==> src/rtl/kbd_joy_input_ctrl_pkg.sv <==
`default_nettype none
// +--------------------------------------------------------------------------+
// | Module   : input_pkg                                                     |
// | Purpose  : Shared constants for the keyboard/joystick input stage:       |
// |            joystick bit positions, PS/2 key codes, key-state indices,    |
// |            coin FSM state encoding and small decode helpers.             |
// | Ports    : none (package)                                                |
// | Revision : 1.0 - initial release                                         |
// +--------------------------------------------------------------------------+
package input_pkg;

  // Joystick word bit positions (same layout for both players)
  localparam int JB_R      = 0;
  localparam int JB_L      = 1;
  localparam int JB_D      = 2;
  localparam int JB_U      = 3;
  localparam int JB_FIRE   = 4;
  localparam int JB_BOMB   = 5;
  localparam int JB_START1 = 6;
  localparam int JB_START2 = 7;
  localparam int JB_COIN   = 8;

  // Scan codes matched regardless of the extended prefix
  localparam logic [7:0] SC_UP    = 8'h75;
  localparam logic [7:0] SC_DOWN  = 8'h72;
  localparam logic [7:0] SC_LEFT  = 8'h6B;
  localparam logic [7:0] SC_RIGHT = 8'h74;
  localparam logic [7:0] SC_BOMB  = 8'h14;

  // Full {ext,code} values that must match exactly
  localparam logic [8:0] KC_P1_FIRE  = 9'h029;
  localparam logic [8:0] KC_START1_A = 9'h005;
  localparam logic [8:0] KC_START1_B = 9'h016;
  localparam logic [8:0] KC_START2_A = 9'h006;
  localparam logic [8:0] KC_START2_B = 9'h01E;
  localparam logic [8:0] KC_COIN1    = 9'h02E;
  localparam logic [8:0] KC_COIN2    = 9'h036;
  localparam logic [8:0] KC_P2_UP    = 9'h02D;
  localparam logic [8:0] KC_P2_DOWN  = 9'h02B;
  localparam logic [8:0] KC_P2_LEFT  = 9'h023;
  localparam logic [8:0] KC_P2_RIGHT = 9'h034;
  localparam logic [8:0] KC_P2_FIRE  = 9'h01C;
  localparam logic [8:0] KC_P2_BOMB  = 9'h01B;

  // Bit positions inside the key-state register
  localparam int         NUM_KEYS   = 16;
  localparam logic [3:0] KI_P1_U    = 4'd0;
  localparam logic [3:0] KI_P1_D    = 4'd1;
  localparam logic [3:0] KI_P1_L    = 4'd2;
  localparam logic [3:0] KI_P1_R    = 4'd3;
  localparam logic [3:0] KI_P1_FIRE = 4'd4;
  localparam logic [3:0] KI_P1_BOMB = 4'd5;
  localparam logic [3:0] KI_START1  = 4'd6;
  localparam logic [3:0] KI_START2  = 4'd7;
  localparam logic [3:0] KI_COIN1   = 4'd8;
  localparam logic [3:0] KI_COIN2   = 4'd9;
  localparam logic [3:0] KI_P2_U    = 4'd10;
  localparam logic [3:0] KI_P2_D    = 4'd11;
  localparam logic [3:0] KI_P2_L    = 4'd12;
  localparam logic [3:0] KI_P2_R    = 4'd13;
  localparam logic [3:0] KI_P2_FIRE = 4'd14;
  localparam logic [3:0] KI_P2_BOMB = 4'd15;

  typedef enum logic [1:0] {
    IDLE  = 2'd0,
    PULSE = 2'd1,
    GAP   = 2'd2
  } coin_state_t;

  typedef struct packed {
    logic       hit;
    logic [3:0] idx;
  } key_hit_t;

  // Map a 9-bit {ext,code} to its key-state bit; hit=0 for unmapped codes.
  function automatic key_hit_t key_lookup(input logic [8:0] k);
    key_hit_t r;
    r.hit = 1'b1;
    r.idx = 4'd0;
    case (k[7:0])
      SC_UP:    r.idx = KI_P1_U;
      SC_DOWN:  r.idx = KI_P1_D;
      SC_LEFT:  r.idx = KI_P1_L;
      SC_RIGHT: r.idx = KI_P1_R;
      SC_BOMB:  r.idx = KI_P1_BOMB;
      default: begin
        case (k)
          KC_P1_FIRE:               r.idx = KI_P1_FIRE;
          KC_START1_A, KC_START1_B: r.idx = KI_START1;
          KC_START2_A, KC_START2_B: r.idx = KI_START2;
          KC_COIN1:                 r.idx = KI_COIN1;
          KC_COIN2:                 r.idx = KI_COIN2;
          KC_P2_UP:                 r.idx = KI_P2_U;
          KC_P2_DOWN:               r.idx = KI_P2_D;
          KC_P2_LEFT:               r.idx = KI_P2_L;
          KC_P2_RIGHT:              r.idx = KI_P2_R;
          KC_P2_FIRE:               r.idx = KI_P2_FIRE;
          KC_P2_BOMB:               r.idx = KI_P2_BOMB;
          default:                  r.hit = 1'b0;
        endcase
      end
    endcase
    return r;
  endfunction

  // dir is {up,down,left,right}; opposing pairs held together cancel out.
  function automatic logic [3:0] socd_filter(input logic [3:0] dir, input logic en);
    logic [3:0] r;
    r = dir;
    if (en && dir[3] && dir[2]) r[3:2] = 2'b00;
    if (en && dir[1] && dir[0]) r[1:0] = 2'b00;
    return r;
  endfunction

endpackage
`default_nettype wire

==> src/rtl/kbd_joy_input_ctrl_if.sv <==
`default_nettype none
// +--------------------------------------------------------------------------+
// | Module   : kbd_joy_input_ctrl_if                                         |
// | Purpose  : Bundles the raw player inputs and the conditioned controls.   |
// | Ports    : ps2_key[10:0], joy_0/joy_1[15:0], kbd_clear (to the block);   |
// |            p1_dir/p2_dir[3:0], p1_btn/p2_btn[1:0], start1, start2, coin  |
// |            (from the block). master = input source, slave = the block.   |
// | Revision : 1.0 - initial release                                         |
// +--------------------------------------------------------------------------+
interface kbd_joy_input_ctrl_if;
  logic [10:0] ps2_key;
  logic [15:0] joy_0;
  logic [15:0] joy_1;
  logic        kbd_clear;
  logic [3:0]  p1_dir;
  logic [1:0]  p1_btn;
  logic [3:0]  p2_dir;
  logic [1:0]  p2_btn;
  logic        start1;
  logic        start2;
  logic        coin;

  modport master (
    output ps2_key, joy_0, joy_1, kbd_clear,
    input  p1_dir, p1_btn, p2_dir, p2_btn, start1, start2, coin
  );

  modport slave (
    input  ps2_key, joy_0, joy_1, kbd_clear,
    output p1_dir, p1_btn, p2_dir, p2_btn, start1, start2, coin
  );
endinterface
`default_nettype wire

==> src/rtl/kbd_joy_input_ctrl_coin_pulse_gen.sv <==
`default_nettype none
// +--------------------------------------------------------------------------+
// | Module   : coin_pulse_gen                                                |
// | Purpose  : Turns the raw coin level into a pulse of at least             |
// |            COIN_MIN_CYC cycles followed by a COIN_GAP_CYC low gap; one   |
// |            extra coin arriving meanwhile is queued, more are dropped.    |
// | Ports    : clk_sys, reset_n (async, active-low), coin_raw (level),       |
// |            clr (drops a queued coin), coin (registered pulse out)        |
// | Revision : 1.0 - initial release                                         |
// +--------------------------------------------------------------------------+
module coin_pulse_gen
  import input_pkg::*;
#(
  parameter int COIN_MIN_CYC = 1800000,
  parameter int COIN_GAP_CYC = 1800000
) (
  input  wire logic clk_sys,
  input  wire logic reset_n,
  input  wire logic coin_raw,
  input  wire logic clr,
  output logic      coin
);

  localparam int MAX_CYC = (COIN_MIN_CYC > COIN_GAP_CYC) ? COIN_MIN_CYC : COIN_GAP_CYC;
  localparam int CNT_W   = (MAX_CYC > 2) ? $clog2(MAX_CYC) : 1;
  localparam logic [CNT_W-1:0] MIN_LOAD = CNT_W'(COIN_MIN_CYC - 1);
  localparam logic [CNT_W-1:0] GAP_LOAD = CNT_W'(COIN_GAP_CYC - 1);

  coin_state_t      state_q;
  logic [CNT_W-1:0] cnt_q;
  logic             coin_q;
  logic             pend_q;
  logic             raw_q;
  logic             rise;

  assign rise = coin_raw & ~raw_q;
  assign coin = coin_q;

  always_ff @(posedge clk_sys or negedge reset_n) begin
    if (!reset_n) begin
      state_q <= IDLE;
      cnt_q   <= '0;
      coin_q  <= 1'b0;
      pend_q  <= 1'b0;
      raw_q   <= 1'b0;
    end else begin
      raw_q <= coin_raw;
      // Queue a coin arriving while busy; a second one overwrites a set flag.
      if (rise && (state_q != IDLE)) pend_q <= 1'b1;
      case (state_q)
        IDLE: begin
          // A coin queued at the very end of a gap launches from here.
          if (rise || pend_q) begin
            state_q <= PULSE;
            cnt_q   <= MIN_LOAD;
            coin_q  <= 1'b1;
            pend_q  <= 1'b0;
          end
        end
        PULSE: begin
          if (cnt_q != '0) begin
            cnt_q <= cnt_q - CNT_W'(1);
          end else if (!coin_raw) begin
            state_q <= GAP;
            cnt_q   <= GAP_LOAD;
            coin_q  <= 1'b0;
          end
        end
        GAP: begin
          if (cnt_q != '0) begin
            cnt_q <= cnt_q - CNT_W'(1);
          end else if (pend_q) begin
            // Consumes the queued coin; a rise on this same edge is dropped.
            state_q <= PULSE;
            cnt_q   <= MIN_LOAD;
            coin_q  <= 1'b1;
            pend_q  <= 1'b0;
          end else begin
            state_q <= IDLE;
          end
        end
        default: begin
          state_q <= IDLE;
          coin_q  <= 1'b0;
        end
      endcase
      if (clr) pend_q <= 1'b0;
    end
  end

endmodule
`default_nettype wire

==> src/rtl/kbd_joy_input_ctrl.sv <==
`default_nettype none
// +--------------------------------------------------------------------------+
// | Module   : kbd_joy_input_ctrl                                            |
// | Purpose  : Decodes PS/2 key events into per-key state, merges them with  |
// |            both joystick words, cancels opposing directions and shapes   |
// |            the coin input. All player outputs are registered.            |
// | Ports    : clk_sys, reset_n (async, active-low), bus (slave modport:     |
// |            ps2_key/joy_0/joy_1/kbd_clear in, p1/p2 dir+btn, start1/2,    |
// |            coin out)                                                     |
// | Revision : 1.0 - initial release                                         |
// +--------------------------------------------------------------------------+
module kbd_joy_input_ctrl
  import input_pkg::*;
#(
  parameter int COIN_MIN_CYC = 1800000,
  parameter int COIN_GAP_CYC = 1800000,
  parameter int SOCD_NEUTRAL = 1
) (
  input  wire logic            clk_sys,
  input  wire logic            reset_n,
  kbd_joy_input_ctrl_if.slave  bus
);

  logic                tog_q, tog_d;
  logic                primed_q, primed_d;
  logic [NUM_KEYS-1:0] key_q, key_d;
  logic [3:0]          p1_dir_q, p1_dir_d;
  logic [1:0]          p1_btn_q, p1_btn_d;
  logic [3:0]          p2_dir_q, p2_dir_d;
  logic [1:0]          p2_btn_q, p2_btn_d;
  logic                start1_q, start1_d;
  logic                start2_q, start2_d;
  logic                coin_raw;
  logic                coin_w;
  key_hit_t            lk;
  logic                unused_joy;

  assign unused_joy = ^{bus.joy_0[15:9], bus.joy_1[15:9]};

  // Key event decode. The first clock after reset only captures the toggle
  // level so a stale toggle state cannot be mistaken for an event.
  always_comb begin
    lk       = key_lookup(bus.ps2_key[8:0]);
    tog_d    = tog_q;
    key_d    = key_q;
    primed_d = 1'b1;
    if (!primed_q) begin
      tog_d = bus.ps2_key[10];
    end else if (bus.ps2_key[10] != tog_q) begin
      tog_d = bus.ps2_key[10];
      if (lk.hit) key_d[lk.idx] = bus.ps2_key[9];
    end
    // Clear wins over any event landing on the same edge.
    if (bus.kbd_clear) key_d = '0;
  end

  // Merge keyboard state with joysticks; directions are {up,down,left,right}.
  always_comb begin
    p1_dir_d = socd_filter({key_q[KI_P1_U] | bus.joy_0[JB_U],
                            key_q[KI_P1_D] | bus.joy_0[JB_D],
                            key_q[KI_P1_L] | bus.joy_0[JB_L],
                            key_q[KI_P1_R] | bus.joy_0[JB_R]}, SOCD_NEUTRAL != 0);
    p2_dir_d = socd_filter({key_q[KI_P2_U] | bus.joy_1[JB_U],
                            key_q[KI_P2_D] | bus.joy_1[JB_D],
                            key_q[KI_P2_L] | bus.joy_1[JB_L],
                            key_q[KI_P2_R] | bus.joy_1[JB_R]}, SOCD_NEUTRAL != 0);
    p1_btn_d = {key_q[KI_P1_BOMB] | bus.joy_0[JB_BOMB],
                key_q[KI_P1_FIRE] | bus.joy_0[JB_FIRE]};
    p2_btn_d = {key_q[KI_P2_BOMB] | bus.joy_1[JB_BOMB],
                key_q[KI_P2_FIRE] | bus.joy_1[JB_FIRE]};
    start1_d = key_q[KI_START1] | bus.joy_0[JB_START1] | bus.joy_1[JB_START1];
    start2_d = key_q[KI_START2] | bus.joy_0[JB_START2] | bus.joy_1[JB_START2];
    coin_raw = key_q[KI_COIN1] | key_q[KI_COIN2] | bus.joy_0[JB_COIN] | bus.joy_1[JB_COIN];
  end

  always_ff @(posedge clk_sys or negedge reset_n) begin
    if (!reset_n) begin
      tog_q    <= 1'b0;
      primed_q <= 1'b0;
      key_q    <= '0;
      p1_dir_q <= '0;
      p1_btn_q <= '0;
      p2_dir_q <= '0;
      p2_btn_q <= '0;
      start1_q <= 1'b0;
      start2_q <= 1'b0;
    end else begin
      tog_q    <= tog_d;
      primed_q <= primed_d;
      key_q    <= key_d;
      p1_dir_q <= p1_dir_d;
      p1_btn_q <= p1_btn_d;
      p2_dir_q <= p2_dir_d;
      p2_btn_q <= p2_btn_d;
      start1_q <= start1_d;
      start2_q <= start2_d;
    end
  end

  coin_pulse_gen #(
    .COIN_MIN_CYC (COIN_MIN_CYC),
    .COIN_GAP_CYC (COIN_GAP_CYC)
  ) u_coin (
    .clk_sys  (clk_sys),
    .reset_n  (reset_n),
    .coin_raw (coin_raw),
    .clr      (bus.kbd_clear),
    .coin     (coin_w)
  );

  assign bus.p1_dir = p1_dir_q;
  assign bus.p1_btn = p1_btn_q;
  assign bus.p2_dir = p2_dir_q;
  assign bus.p2_btn = p2_btn_q;
  assign bus.start1 = start1_q;
  assign bus.start2 = start2_q;
  assign bus.coin   = coin_w;

endmodule
`default_nettype wire

==> src/flat_wrapper.sv <==
// flat-port wrapper written by rule: the top's interface ports become plain ports
module kbd_joy_input_ctrl_flat import input_pkg::*;
#(
  parameter int COIN_MIN_CYC = 1800000,
  parameter int COIN_GAP_CYC = 1800000,
  parameter int SOCD_NEUTRAL = 1
)
  (clk_sys, reset_n, bus_ps2_key, bus_joy_0, bus_joy_1, bus_kbd_clear, bus_p1_dir, bus_p1_btn, bus_p2_dir, bus_p2_btn, bus_start1, bus_start2, bus_coin);
  kbd_joy_input_ctrl_if bus_i ();
  input  wire logic clk_sys;
  input  wire logic reset_n;
  input wire logic [$bits(bus_i.ps2_key)-1:0] bus_ps2_key;
  input wire logic [$bits(bus_i.joy_0)-1:0] bus_joy_0;
  input wire logic [$bits(bus_i.joy_1)-1:0] bus_joy_1;
  input wire logic [$bits(bus_i.kbd_clear)-1:0] bus_kbd_clear;
  output wire logic [$bits(bus_i.p1_dir)-1:0] bus_p1_dir;
  output wire logic [$bits(bus_i.p1_btn)-1:0] bus_p1_btn;
  output wire logic [$bits(bus_i.p2_dir)-1:0] bus_p2_dir;
  output wire logic [$bits(bus_i.p2_btn)-1:0] bus_p2_btn;
  output wire logic [$bits(bus_i.start1)-1:0] bus_start1;
  output wire logic [$bits(bus_i.start2)-1:0] bus_start2;
  output wire logic [$bits(bus_i.coin)-1:0] bus_coin;
  assign bus_i.ps2_key = bus_ps2_key;
  assign bus_i.joy_0 = bus_joy_0;
  assign bus_i.joy_1 = bus_joy_1;
  assign bus_i.kbd_clear = bus_kbd_clear;
  assign bus_p1_dir = bus_i.p1_dir;
  assign bus_p1_btn = bus_i.p1_btn;
  assign bus_p2_dir = bus_i.p2_dir;
  assign bus_p2_btn = bus_i.p2_btn;
  assign bus_start1 = bus_i.start1;
  assign bus_start2 = bus_i.start2;
  assign bus_coin = bus_i.coin;
  kbd_joy_input_ctrl #(.COIN_MIN_CYC(COIN_MIN_CYC), .COIN_GAP_CYC(COIN_GAP_CYC), .SOCD_NEUTRAL(SOCD_NEUTRAL)) u_core (.clk_sys(clk_sys), .reset_n(reset_n), .bus(bus_i));
endmodule
==> config.mk <==
export PLATFORM = sky130hd
export DESIGN_NAME = kbd_joy_input_ctrl_flat
export DESIGN_NICKNAME = d
export VERILOG_FILES = /design/src/rtl/kbd_joy_input_ctrl_pkg.sv /design/src/rtl/kbd_joy_input_ctrl_if.sv /design/src/rtl/kbd_joy_input_ctrl_coin_pulse_gen.sv /design/src/rtl/kbd_joy_input_ctrl.sv /design/src/flat_wrapper.sv
export SDC_FILE = /design/constraint.sdc
export NUM_CORES = 1
export LEC_CHECK = 0
export CORE_MARGIN = 1
export CORE_UTILIZATION = 50
export DETAILED_ROUTE_END_ITERATION = 16
export PLACE_DENSITY_LB_ADDON = 0.3
export SYNTH_ARGS = -nofsm -noshare
export SYNTH_HDL_FRONTEND = slang
export SYNTH_HIERARCHICAL = 1
export SYNTH_SLANG_ARGS = --single-unit
export TNS_END_PERCENT = 50
==> constraint.sdc <==
create_clock -name clk_sys -period 3.01 [get_ports clk_sys]
set_input_delay 0.4515 -clock clk_sys [delete_from_list [all_inputs] [get_ports clk_sys]]
set_output_delay 0.4515 -clock clk_sys [all_outputs]
set_load 0.02 [all_outputs]
==> results of run 1 <==
## cell type report
| cell class | instances | share of cell area [%] |
|---|---|---|
| multi-input combinational | 297 | 43.78 |
| clock buffer | 10 | 3.097 |
| tap | 96 | 2.703 |
| inverter | 10 | 0.8446 |
| clock inverter | 6 | 1.492 |
| sequential | 58 | 32.66 |
| timing repair buffer | 70 | 15.43 |
## layer usage
| metal | routed length (µm) | vias to the layer above | GRT usage (%) |
|---|---|---|---|
| li1 | - | 1565 | - |
| met1 | 3418 | 1580 | 28.10 |
| met2 | 4084 | 91 | 38.02 |
| met3 | 371 | 13 | 4.952 |
| met4 | 108 | 0 | 8.939 |
| met5 | 0 | - | 0 |
## cell usage after synthesis, drive strengths merged, types with 3 or more instances
master,instances
dfrtp,58
o21ai,36
nor2,32
nand2,22
nor3,22
a21oi,19
nand2b,16
buf,15
inv,10
mux2i,9
nor2b,9
or2,8
a31oi,7
clkbuf,7
nand4,7
nor4,7
o41ai,7
ha,6
nor3b,6
o31ai,6
or4,6
nand3,5
nand3b,5
and4,4
o21a,4
or3,4
a21o,3
nor4b,3
o211ai,3
xor2,3
## flip-flops by register name, indices dropped and copies added (netlist names), 2 cells and up
signal	cells
u_core/bus.p1_btn	2
u_core/u_coin/state_q	2
u_core/bus.p2_dir	4
u_core/key_q	16
u_core/bus.p1_dir	4
u_core/bus.p2_btn	2
u_core/u_coin/cnt_q	21
## critical path: cells and delay by family
family / cells / cell delay [ns]
muxes: 1 / 0.13
AOI/OAI and AO/OA: 3 / 0.58
and+or+nand+nor: 3 / 1.05
buffers and inverters: 1 / 0.56
## where the power goes
group / switching [mW] / leakage (nW) / internal [mW]
logic: 0.103 / 0.926 / 0.106
clock network: 0.332 / 0.0945 / 0.404
registers: 0.00454 / 0.704 / 0.792
total: 0.439 / 1.72 / 1.30
## worst paths after layout
check	cells past startpoint	slack (ns)	endpoint	from
max reg2reg	8	0.59	u_core/u_coin/cnt_q[7]	u_core/u_coin/cnt_q[0]
max in group asynchronous	2	2.30	u_core/u_coin/state_q[0]	reset_n
max	8	0.45	u_core/key_q[10]	bus_ps2_key[6]
min	2	0.24	u_core/u_coin/state_q[1]	reset_n
min in group clk_sys	1	0.46	u_core/bus.start2	u_core/key_q[7]
min reg2reg	1	0.46	u_core/bus.start2	u_core/key_q[7]
## kinds of logic (layout without fill, tap and decap cells)
kind of cell	Yosys count	count (layout)	share of synthesized area, %
compound gates	109	109	21.43
xor+xnor	5	5	1.232
fa+ha+maj	6	6	2.111
buf+inv	32	96	4.469
flops	58	58	40.82
mux	10	10	2.850
other cells	1	1	0.1055
simple gates	166	166	26.99
## metrics by stage
step           total power [mW]  std cells  hold WS [ns]  area [µm²]  utilization (%)
2_1_floorplan            0.9074        387        0.1559        3556                -
3_3_place_gp              1.017        531        0.4517        4240            62.07
3_5_place_dp              1.021        531        0.4527        4240            62.07
4_1_cts                   1.758        547        0.2591        4444            65.05
5_1_grt                   1.813        547        0.3093        4444            65.05
6_report                  1.741        547        0.2421        4444            65.05
==> results.txt, run 1 <==
The initial core utilization came out at 52.05%. After synthesis, the largest area contributor takes up 40.82% of total cell area. The first global-routing pass estimated 13.28 mm of wire.

After the first detailed-routing iteration, the DRC count stood at 134. The min-delay analysis places its worst path in the category in -> async. The peak per-stage delay on the critical path works out to 0.56 ns. The clock latency on the worst-skew pair came out at 0.35 ns. The worst pin sits at a relative slew slack of 53.29%. Of all flip-flops after synthesis, the portion carrying an async set or reset was 100.0%.

Global routing used 22.51% of the available tracks. The critical-path cell with the highest stage delay was sky130_fd_sc_hd__clkdlybuf4s50_1. The cell sitting at the root of the clock tree is a sky130_fd_sc_hd__clkbuf_8.

After detailed routing, the average wire length per cell comes to 14.59 µm. The floorplan step set the die height to 86.33 µm. Summed over all failing endpoints, the final setup total negative slack is 0 ns. Start-to-end type of the worst setup path: in -> reg. The H-tree was split into 3 levels.

Post-CTS timing repair inserted 0 buffers for setup. The run gives 580 as the final-layout fill cell count. The run gives 6 as the total number of yosys warnings.

Setup repair after global routing left no endpoint under its margin. Based on the critical path, the design can be clocked at up to 391.0 MHz. The number of gates resized after CTS was 0. Across all layers, the routed design uses 3,249 vias. The run gives 0 as the remaining antenna violation count.

The final clock period utilization by the worst path is 84.98%. VDD sags by at most 0.2445 mV. From synthesis to final layout, the design area changed by 24.98%.

The final wirelength was 7.982 mm. The count of unique library cells instantiated by Yosys was 73; the fraction of final layout cells sized beyond drive strength 1 was 14.19%. The I/O pin total is 61. The width of the die is 86.33 µm. In this run the tool buffered the top-level ports with 46 buffer cells. Power spread over the standard cell area amounts to 391.8 mW/mm². At the end of routability-driven placement, the weighted congestion stood at 0.8833. The synthesized design contains 58 register bits. The area enclosed by the die boundary was 0.007453 mm². The tool flagged a number of max-cap violations equal to 0.

The tools report the total DRC errors in the routed layout as 0. The kind of start point of the critical path was an input port. After clock tree synthesis, the clock-pin slew on the worst setup and hold paths is 0.08 ns. For this run, the register share of the synthesized area comes to 40.82%. At the pin with the least slew margin, the transition time is 0.7007 ns. Number of global-route vias before repair: 2,963.

The clock net in this run drives a total of 58 sinks. The logs give 0.1010 ns for the worst setup timing slack at the placement stage and 0.006832 mm² for the placeable core area. When the netlist entered floorplanning its net count stood at 439.

The logs give 0 for the count of final hold-check violations and 0 for the count of endpoints failing setup in the final report. STA puts the critical path data arrival time at 2.77 ns. After floorplanning, the core was divided into 30 placement rows.

Summed over all cells, the static leakage comes to 1.725 nW. The footprint of the multi-input gates was 0.001946 mm². The tools report the slack of the critical path as 0.4522 ns. Walking the worst path, the cells encountered are clkdlybuf4s50_1, or4b_4, a2111oi_4, a211o_2, o21bai_4, nand2b_4, or3_1, mux2i_1.

For the largest net degree at the start of global routing, the log shows 59. In the layout the commonest cells are sky130_fd_sc_hd__dfrtp_1, sky130_fd_sc_hd__clkdlybuf4s50_1, sky130_fd_sc_hd__nor2_1. The top flip-flop cell by instance count after synthesis is sky130_fd_sc_hd__dfrtp_1.

Total clock buffers created by CTS: 9. For this run the aggregate overflow at the end of global routing stands at 0. Detailed placement ended at an HPWL of 5.662 mm. The run gives 0 as the cts-stage hold buffer count. The run finished with clean final reports. Peak fanout along the critical path: 10.

The critical path data required time was 3.22 ns. Ranked by total cell area, the synthesized netlist is headed by sky130_fd_sc_hd__dfrtp_1, sky130_fd_sc_hd__nor2_1, sky130_fd_sc_hd__o21ai_0. The run gives 5 as the count of TritonRoute iterations in the first routing pass. The per-cell via count in the routed design works out to 5.940. TritonCTS built the clock tree. After synthesis, the mean cell area works out to 9.188 µm².

The tools report the sequential cell area as 0.001451 mm². Counting I/O delays and the setup requirement, the final critical path takes 2.558 ns. Endpoint type of the worst setup path: a flop.

The most frequent standard cell in the layout excluding fill and tap cells is sky130_fd_sc_hd__dfrtp_1. Diode insertion count for antenna repair: 0. For the max-slew violation total from the final report, the log shows 0. The number of enable-type register cells in the synthesized netlist is 0, and the largest clock skew in the final design is 0.01339 ns. After synthesis the cells add up to 0.003556 mm². The initial antenna violation count was 0. The number of buffers on the longest clock path is 2. The synthesized instance count came out at 387. The largest total area in the synthesized netlist belongs to sky130_fd_sc_hd__dfrtp_1.

For the total number of nets in the final design, the log shows 498.
No activity file was read; power rests on OpenSTA's default activity.
==> run 2, diff against run 1 <==
Settings changed: CORE_UTILIZATION 50 to 48.
Clock period 3.01 ns to 2.3 ns, I/O delays scaled along.
==> run 2 against run 1 <==
- sequential share of layout area is 3.3 points lower
- first-iteration DRC count is 54% higher
- via count is 5.1% higher
- worst hold slack worse by 0.24 ns
- setup slack worse by 0.38 ns
- clock skew is 0.0059 ns lower
- global-route usage is 2.1 points higher
- critical endpoint is now u_core/key_q[4]
- largest cell class unchanged
==> results.txt, run 2 (synthesis results as in run 1) <==
The final critical path takes up 96.70% of the cycle. For the leakage power, the log shows 2.049 nW (+19%). The max-slew violation total from the final report came out at 0 (unchanged). The logs give 0.002038 mm² (+4.8%) for the footprint of the multi-input gates and 0.007214 mm² (+5.6%) for the placeable core area. In this design, the critical path's most frequently occurring cell is sky130_fd_sc_hd__nor3_2. The logs give 3 (unchanged) for the level count of the clock H-tree and 64.76% (+11 points) for the relative slew slack. The kind of cell with the highest combined delay along the critical path is buffers and inverters. The I/O pin total came out at 61 (unchanged).

Clock transition at the registers of the reported paths: 0.07 ns (about the same). TritonCTS built the clock tree. The logs give 24.59% (+2.1 points) for the aggregate global-route resource usage and 0.13 ns (-0.46 ns) for the reg-to-reg setup timing slack.

The largest net degree at the start of global routing is 59 (unchanged), and the reported max-cap violation count is 0 (unchanged). The buffering stage count on the worst path with inverters included is 2 (+1). The critical-path cell with the highest stage delay is sky130_fd_sc_hd__clkdlybuf4s50_1.

The run gives 0.001451 mm² (unchanged) as the sequential cell area. STA classifies the critical path endpoint as a flop. The worst-case vdd ir drop is 0.3874 mV (+58%). The relative contribution of the clock network to total power is 43.6% (+1.3 points). The run gives 9 (unchanged) as the total clock buffers created by CTS.

The slew at the pin closest to its max-slew limit came out at 0.5238 ns (-0.1769 ns). The register with the most flip-flops in the final layout is u_core/u_coin/cnt_q. The final wirelength was 9.221 mm (+16%); the final RePlAce weighted congestion was 0.8925 (+1.0%). The run finished with clean final reports. The routed via count came out at 3,415 (+5.1%). In the layout the commonest cells are sky130_fd_sc_hd__buf_4, sky130_fd_sc_hd__dfrtp_1, sky130_fd_sc_hd__clkdlybuf4s50_1. The total number of clock tree sinks is 58 (unchanged). For the cts-stage hold buffer count, the log shows 0 (unchanged). The clock latency on the worst-skew pair was 0.33 ns (-0.02 ns). Total number of nets in the final design: 550 (+10%).

For the number of global-route vias before repair, the log shows 3,238 (+9.3%). The power per cell area is 489.1 mW/mm² (+25%), and the switching fraction of total power is 22.76% (-2.5 points). The remaining global-route overflow is 0 (unchanged).

The largest clock skew in the final design came out at 0.007535 ns (-0.005855 ns). Setup repair after global routing left no endpoint under its margin. The per-cell via count in the routed design was 5.682 (-4.3%); the critical path data required time was 2.51 ns (-0.71 ns). The class of the worst hold path was in -> async.

The count of endpoints failing setup in the final report was 0 (unchanged). The flip-flop count of the largest register after layout works out to 21 (unchanged). In the final layout, the registers with the most flip-flops are u_core/u_coin/cnt_q: 21 flops, u_core/key_q: 16 flops.

The critical path goes through clkdlybuf4s50_1, nor3_2, and4_1, a211o_2, nor3_2, nand2_2, buf_4, o31ai_1, a21oi_1. Starting DRC count in detailed routing: 206 (+54%). The peak per-stage delay on the critical path was 0.54 ns (-0.02 ns); the area enclosed by the die boundary was 0.007756 mm² (+4.1%). STA classifies the critical path startpoint as an input port. The run gives 0.004941 mm² (+11%) as the post-route cell area.

The logs give 0 (unchanged) for the diode insertion count for antenna repair and 43.1% (-2.6 points) for the part of the total power dissipated in sequential elements. The worst register-to-register path ends at u_core/u_coin/cnt_q[6]. The run gives 4 (-1) as the count of TritonRoute iterations in the first routing pass. The number of buffers on the longest clock path was 2 (unchanged); the area growth from synthesis to final layout was 38.95%.

The total DRC errors in the routed layout came out at 0 (unchanged). Width of the die: 88.07 µm (+2.0%). The combinational power share was 13.3% (+1.3 points). The instance area at placement is 0.004579 mm² (+8.0%), and the peak fanout along the critical path is 8 (-2). For the fmax, the log shows 449.6 MHz. The floorplan die height is 88.07 µm (+2.0%), and the count of standard-cell rows is 31 (+3.3%). The routed wire length per instance came out at 15.34 µm (+5.1%).

The number of buffer cells added on primary ports works out to 46 (unchanged). Cell at the root of the clock tree: sky130_fd_sc_hd__clkbuf_8. The final-layout fill cell count was 563 (-2.9%); the initial core utilization was 49.29% (-2.8 points). For the remaining antenna violation count, the log shows 0 (unchanged). The critical path is of the in -> reg type. Global-route wire length before repair: 14.54 mm (+9.5%). The count of final hold-check violations came out at 0 (unchanged). The run gives 2.44 ns (-0.33 ns) as the data arrival time of the worst path.

The routed design could run at a clock period as short as 2.224 ns. The startpoint identified for the worst register-to-register timing path is u_core/u_coin/cnt_q[17]. The initial antenna violation count came out at 0 (unchanged). The tools report the internal power of the cells as 1.867 mW (+43%). Leaving out fill and tap cells, the most frequent cell in the layout is sky130_fd_sc_hd__buf_4.

The tools report the sum of negative setup slack as 0 ns (unchanged). The switching power total was 0.5499 mW (+25%). Number of cells traversed by the worst register-to-register path: 6 (-2). The fraction of final layout cells sized beyond drive strength 1 came out at 25.70% (+12 points). The half-perimeter wire length after detailed placement came out at 6.438 mm (+14%).
## run 2: cell count changes in the layout (fill, tap and decap cells not counted), sizes merged
cell / change
clkdlybuf4s50: -7
buf: +52
clkinvlp: -3
bufinv: +1
clkbuf: +3
clkinv: -2
dlygate4sd2: +1
dlymetal6s2s: +6
## run 2: repair_timing
item,CTS,global route
gates resized for setup,5,23
endpoints found under the setup margin,7,23
cloned,0,2
pin swaps,0,9
buffers inserted,0,2
## run 2: area by class of cell
cell class              instances  share of cell area (%)
multi-input cells             297                   41.25
flip-flops and latches         58                   29.37
repair buffers                122                   21.68
clock buffers                  13                   3.216
well taps                      99                   2.507
clock inverters                 2                   1.215
inverters                      10                  0.7597
## run 2: worst max-delay path by stage
stage / from / depth (start not counted) / slack (ns) / end
floorplan: bus_ps2_key[6] / 8 / 0.07 / u_core/key_q[10]
finish: bus_ps2_key[7] / 9 / 0.08 / u_core/key_q[4]
global placement: bus_ps2_key[2] / 8 / -0.39 / u_core/key_q[10]
detailed placement: bus_ps2_key[2] / 8 / -0.42 / u_core/key_q[10]
CTS: bus_ps2_key[5] / 9 / -0.04 / u_core/key_q[0]
global route: u_core/u_coin/cnt_q[17] / 6 / 0.009 / u_core/u_coin/cnt_q[6]
## run 2: routing by layer
metal,part of all wire [%],GRT usage (%),vias to the layer above
li1,-,-,1665
met1,42,29.28,1655
met2,53,42.99,83
met3,3.9,6.503,12
met4,1.3,8.358,0
met5,0,0,-
## run 2: per-stage QoR
| step | setup WS [ns] | cells | hold slack, ns | util [%] | power (mW) |
|---|---|---|---|---|---|
| floorplan | 0.07205 | 387 | 0.04941 | - | 1.187 |
| global placement | -0.3947 | 582 | 0.3665 | 63.48 | 1.362 |
| detailed placement | -0.4232 | 582 | 0.3712 | 63.48 | 1.368 |
| CTS | -0.03515 | 597 | 0.002413 | 66.72 | 2.428 |
| global route | 0.009337 | 601 | 0.005749 | 68.49 | 2.535 |
| finish | 0.07583 | 601 | 0.004478 | 68.49 | 2.417 |
## run 2: power by group through the flow
stage / clock, mW / combinational [mW] / sequential (mW)
floorplan: 0 / 0.110 / 1.08
global placement: 0 / 0.301 / 1.06
detailed placement: 0 / 0.306 / 1.06
CTS: 1.08 / 0.307 / 1.04
global route: 1.15 / 0.345 / 1.04
finish: 1.05 / 0.321 / 1.04
==> run 3, diff against run 2 <==
Settings changed: CORE_MARGIN 1 to 2.
==> run 3 against run 2 <==
- the flow now finishes with violations (setup timing)
- utilization shrank 0.99 points
- die area grew 4.6%
- global-route usage shrank 1.3 points
- via count shrank 1.1%
- clock skew grew 0.0013 ns
- combinational power is essentially flat
- flip-flop and latch count is the same
- register-to-register slack gained 0.04 ns
- critical path depth shrank 1
- clock power shrank 25%
- count of clock-buffer cells in the layout shrank 2
==> results.txt, run 3 (synthesis results as in run 1) <==
The run finished, with violations left. The checks that failed: setup timing. The largest register by flop count is u_core/u_coin/cnt_q. The reported max-cap violation count is 0 (unchanged), and the number of buffers on the longest clock path is 2 (unchanged).

The count of final hold-check violations came out at 0 (unchanged). STA classifies the critical path endpoint as a flop. The path class of the tightest hold or removal check is in -> async. The flip-flop count of the largest register after layout was 21 (unchanged).

The total DRC errors in the routed layout is 0 (unchanged). For the final total power, the log shows 2.148 mW (-11%). The number of cells after detailed placement was 580 (-0.34%). The worst setup path is launched from an input port. The critical path data required time is 2.50 ns (about the same), and the I/O pin total is 61 (unchanged).

The count of TritonRoute iterations in the first routing pass is 4 (unchanged), and the total number of clock tree sinks is 58 (unchanged). The final-layout fill cell count was 605 (+7.5%); the final cell count without fillers was 596 (-0.83%). For the total number of nets in the final design, the log shows 546 (-0.73%). The largest registers in the layout are u_core/u_coin/cnt_q: 21 flops, u_core/key_q: 16 flops.

The area growth from synthesis to final layout is 36.95%. Tracing the worst setup path back leads to its startpoint at bus_ps2_key[6]. Fmax: 425.0 MHz (-5.5%). The logs give 3,328 (+2.8%) for the number of global-route vias before repair and -0.5130 ns (-0.08980 ns) for the worst setup timing slack at the placement stage. The fraction of final layout cells sized beyond drive strength 1 works out to 25.15% (-0.55 points). Peak fanout along the critical path: 9 (+1). The aggregate global-route resource usage is 23.24% (-1.3 points), and the data arrival time of the worst path is 2.55 ns (+0.11 ns).

The power per cell area works out to 441.1 mW/mm² (-9.8%). For the clock latency on the worst-skew pair, the log shows 0.33 ns (about the same). The remaining global-route overflow came out at 0 (unchanged).

The minimum clock period is 2.353 ns (+0.1287 ns). The per-cell via count in the routed design works out to 5.664 (-0.31%). Width of the die: 90.07 µm (+2.3%). The half-perimeter wire length after detailed placement came out at 6.748 mm (+4.8%). TritonCTS built the clock tree. The final clock period utilization by the worst path is 102.3% (+5.6 points), and the area enclosed by the die boundary is 0.008113 mm² (+4.6%). Number of buffer cells added on primary ports: 46 (unchanged). Critical register-to-register path endpoint: u_core/u_coin/cnt_q[6]. The number of cells traversed by the worst register-to-register path was 6 (unchanged). In this run the worst setup path terminates at u_core/key_q[10]. For the end-of-flow core utilization, the log shows 67.50% (-0.99 points). The largest clock skew in the final design was 0.008862 ns (+0.001328 ns); the final RePlAce weighted congestion was 0.8999 (+0.83%). The remaining antenna violation count is 0 (unchanged), and the final wirelength is 9.116 mm (-1.1%). Startpoint of the worst-slack reg-to-reg timing path: u_core/u_coin/cnt_q[17].

The initial antenna violation count is 0 (unchanged), and the diode insertion count for antenna repair is 0 (unchanged). For the level count of the clock H-tree, the log shows 3 (unchanged). The clock transition at the registers of the reported paths works out to 0.07 ns (about the same). Setup repair after global routing could not meet its margin everywhere. The starting DRC count in detailed routing came out at 129 (-37%).

The critical path is of the in -> reg type. For the global-route wire length before repair, the log shows 15.53 mm (+6.8%). The cell sitting at the root of the clock tree is a sky130_fd_sc_hd__clkbuf_8. The placeable core area was 0.007214 mm² (unchanged); the count of standard-cell rows was 31 (unchanged).

The floorplan die height was 90.07 µm (+2.3%); the routed via count was 3,376 (-1.1%). The run gives 49.29% (unchanged) as the initial core utilization. The worst-case vdd ir drop was 0.3242 mV (-16%); the leakage power was 1.979 nW (-3.4%). The total clock buffers created by CTS came out at 9 (unchanged). The tools report the largest net degree at the start of global routing as 59 (unchanged).

The max-slew violation total from the final report is 0 (unchanged), and the routed wire length per instance is 15.30 µm (-0.31%). In the layout the commonest cells are sky130_fd_sc_hd__buf_4, sky130_fd_sc_hd__dfrtp_1, sky130_fd_sc_hd__clkdlybuf4s50_1. The reg-to-reg setup timing slack is 0.17 ns (+0.04 ns), and the slack of the critical path is -0.05283 ns (-0.1287 ns). For the count of endpoints failing setup in the final report, the log shows 1 (+1).

Leaving out fill and tap cells, the most frequent cell in the layout is sky130_fd_sc_hd__buf_4.
==> run 3: cell types whose count changed in the layout (fill, tap and decap cells not counted), sizes merged <==
cell           before  now
bufinv              2    0
clkbuf             13   11
clkinv              0    2
clkinvlp            0    1
buf                77   73
clkdlybuf4s50      38   40
dlymetal6s2s        6    3
dlygate4sd2         1    2
==> run 3: how the worst min path moves through the flow <==
| stage | from | endpoint | slack (ns) | cells after the start |
|---|---|---|---|---|
| after CTS | reset_n | u_core/u_coin/cnt_q[20] | 0.006 | 2 |
| after global routing | reset_n | u_core/u_coin/cnt_q[20] | 0.02 | 2 |
| after global placement | reset_n | u_core/u_coin/cnt_q[5] | 0.37 | 2 |
| after detailed placement | reset_n | u_core/u_coin/cnt_q[5] | 0.37 | 2 |
| final | reset_n | u_core/u_coin/cnt_q[3] | 0.002 | 2 |
| after floorplan | reset_n | u_core/bus.p1_btn[0] | 0.05 | 0 |
==> run 3: area by class of cell <==
class / count / area (µm²) / area share, %
Multi-Input combinational cell: 297 / 2064 / 42.39
Sequential cell: 58 / 1451 / 29.80
Clock inverter: 3 / 17.52 / 0.3597
Timing Repair Buffer: 118 / 1033 / 21.22
Inverter: 10 / 37.54 / 0.7708
Clock buffer: 11 / 141.4 / 2.903
Tap cell: 99 / 123.9 / 2.544
==> run 3: where the power goes <==
part           internal (mW)  leakage, nW  switching, mW  total [mW]
clock network          0.404       0.0810          0.381       0.785
logic                  0.166         1.19          0.154       0.321
registers               1.04        0.704        0.00559        1.04
==> run 3: what timing repair did <==
item	CTS	global route
hold buffers	0	0
setup buffers	0	2
resized for setup	9	19
pin swaps	3	5
setup endpoints to repair	11	36
hold endpoints to repair	0	0
==> run 3: routing by layer <==
metal  global-route usage [%]  vias to the layer above  wire length (µm)
li1                         -                     1661                 -
met2                    40.79                       65              4732
met3                    4.946                        8               263
met5                        0                        -                 0
met1                    28.87                     1642              4012
met4                    6.667                        0               107
==> run 3: per-stage QoR <==
| step | hold WS [ns] | TNS (ns) | cell area (µm²) |
|---|---|---|---|
| 2_1_floorplan | 0.04941 | 0 | 3556 |
| 3_3_place_gp | 0.3686 | -5.248 | 4564 |
| 3_5_place_dp | 0.3681 | -6.173 | 4564 |
| 4_1_cts | 0.005904 | 0 | 4752 |
| 5_1_grt | 0.02405 | -0.2413 | 4870 |
| 6_report | 0.002258 | -0.05283 | 4870 |
==> run 3: critical path, cell delays in order <==
cell	delay [ns]
sky130_fd_sc_hd__clkdlybuf4s50_1	0.42
sky130_fd_sc_hd__or4b_4	0.56
sky130_fd_sc_hd__a2111oi_4	0.29
sky130_fd_sc_hd__a211o_2	0.20
sky130_fd_sc_hd__o21bai_4	0.12
sky130_fd_sc_hd__nand2b_4	0.16
sky130_fd_sc_hd__or3_1	0.32
sky130_fd_sc_hd__mux2i_1	0.13
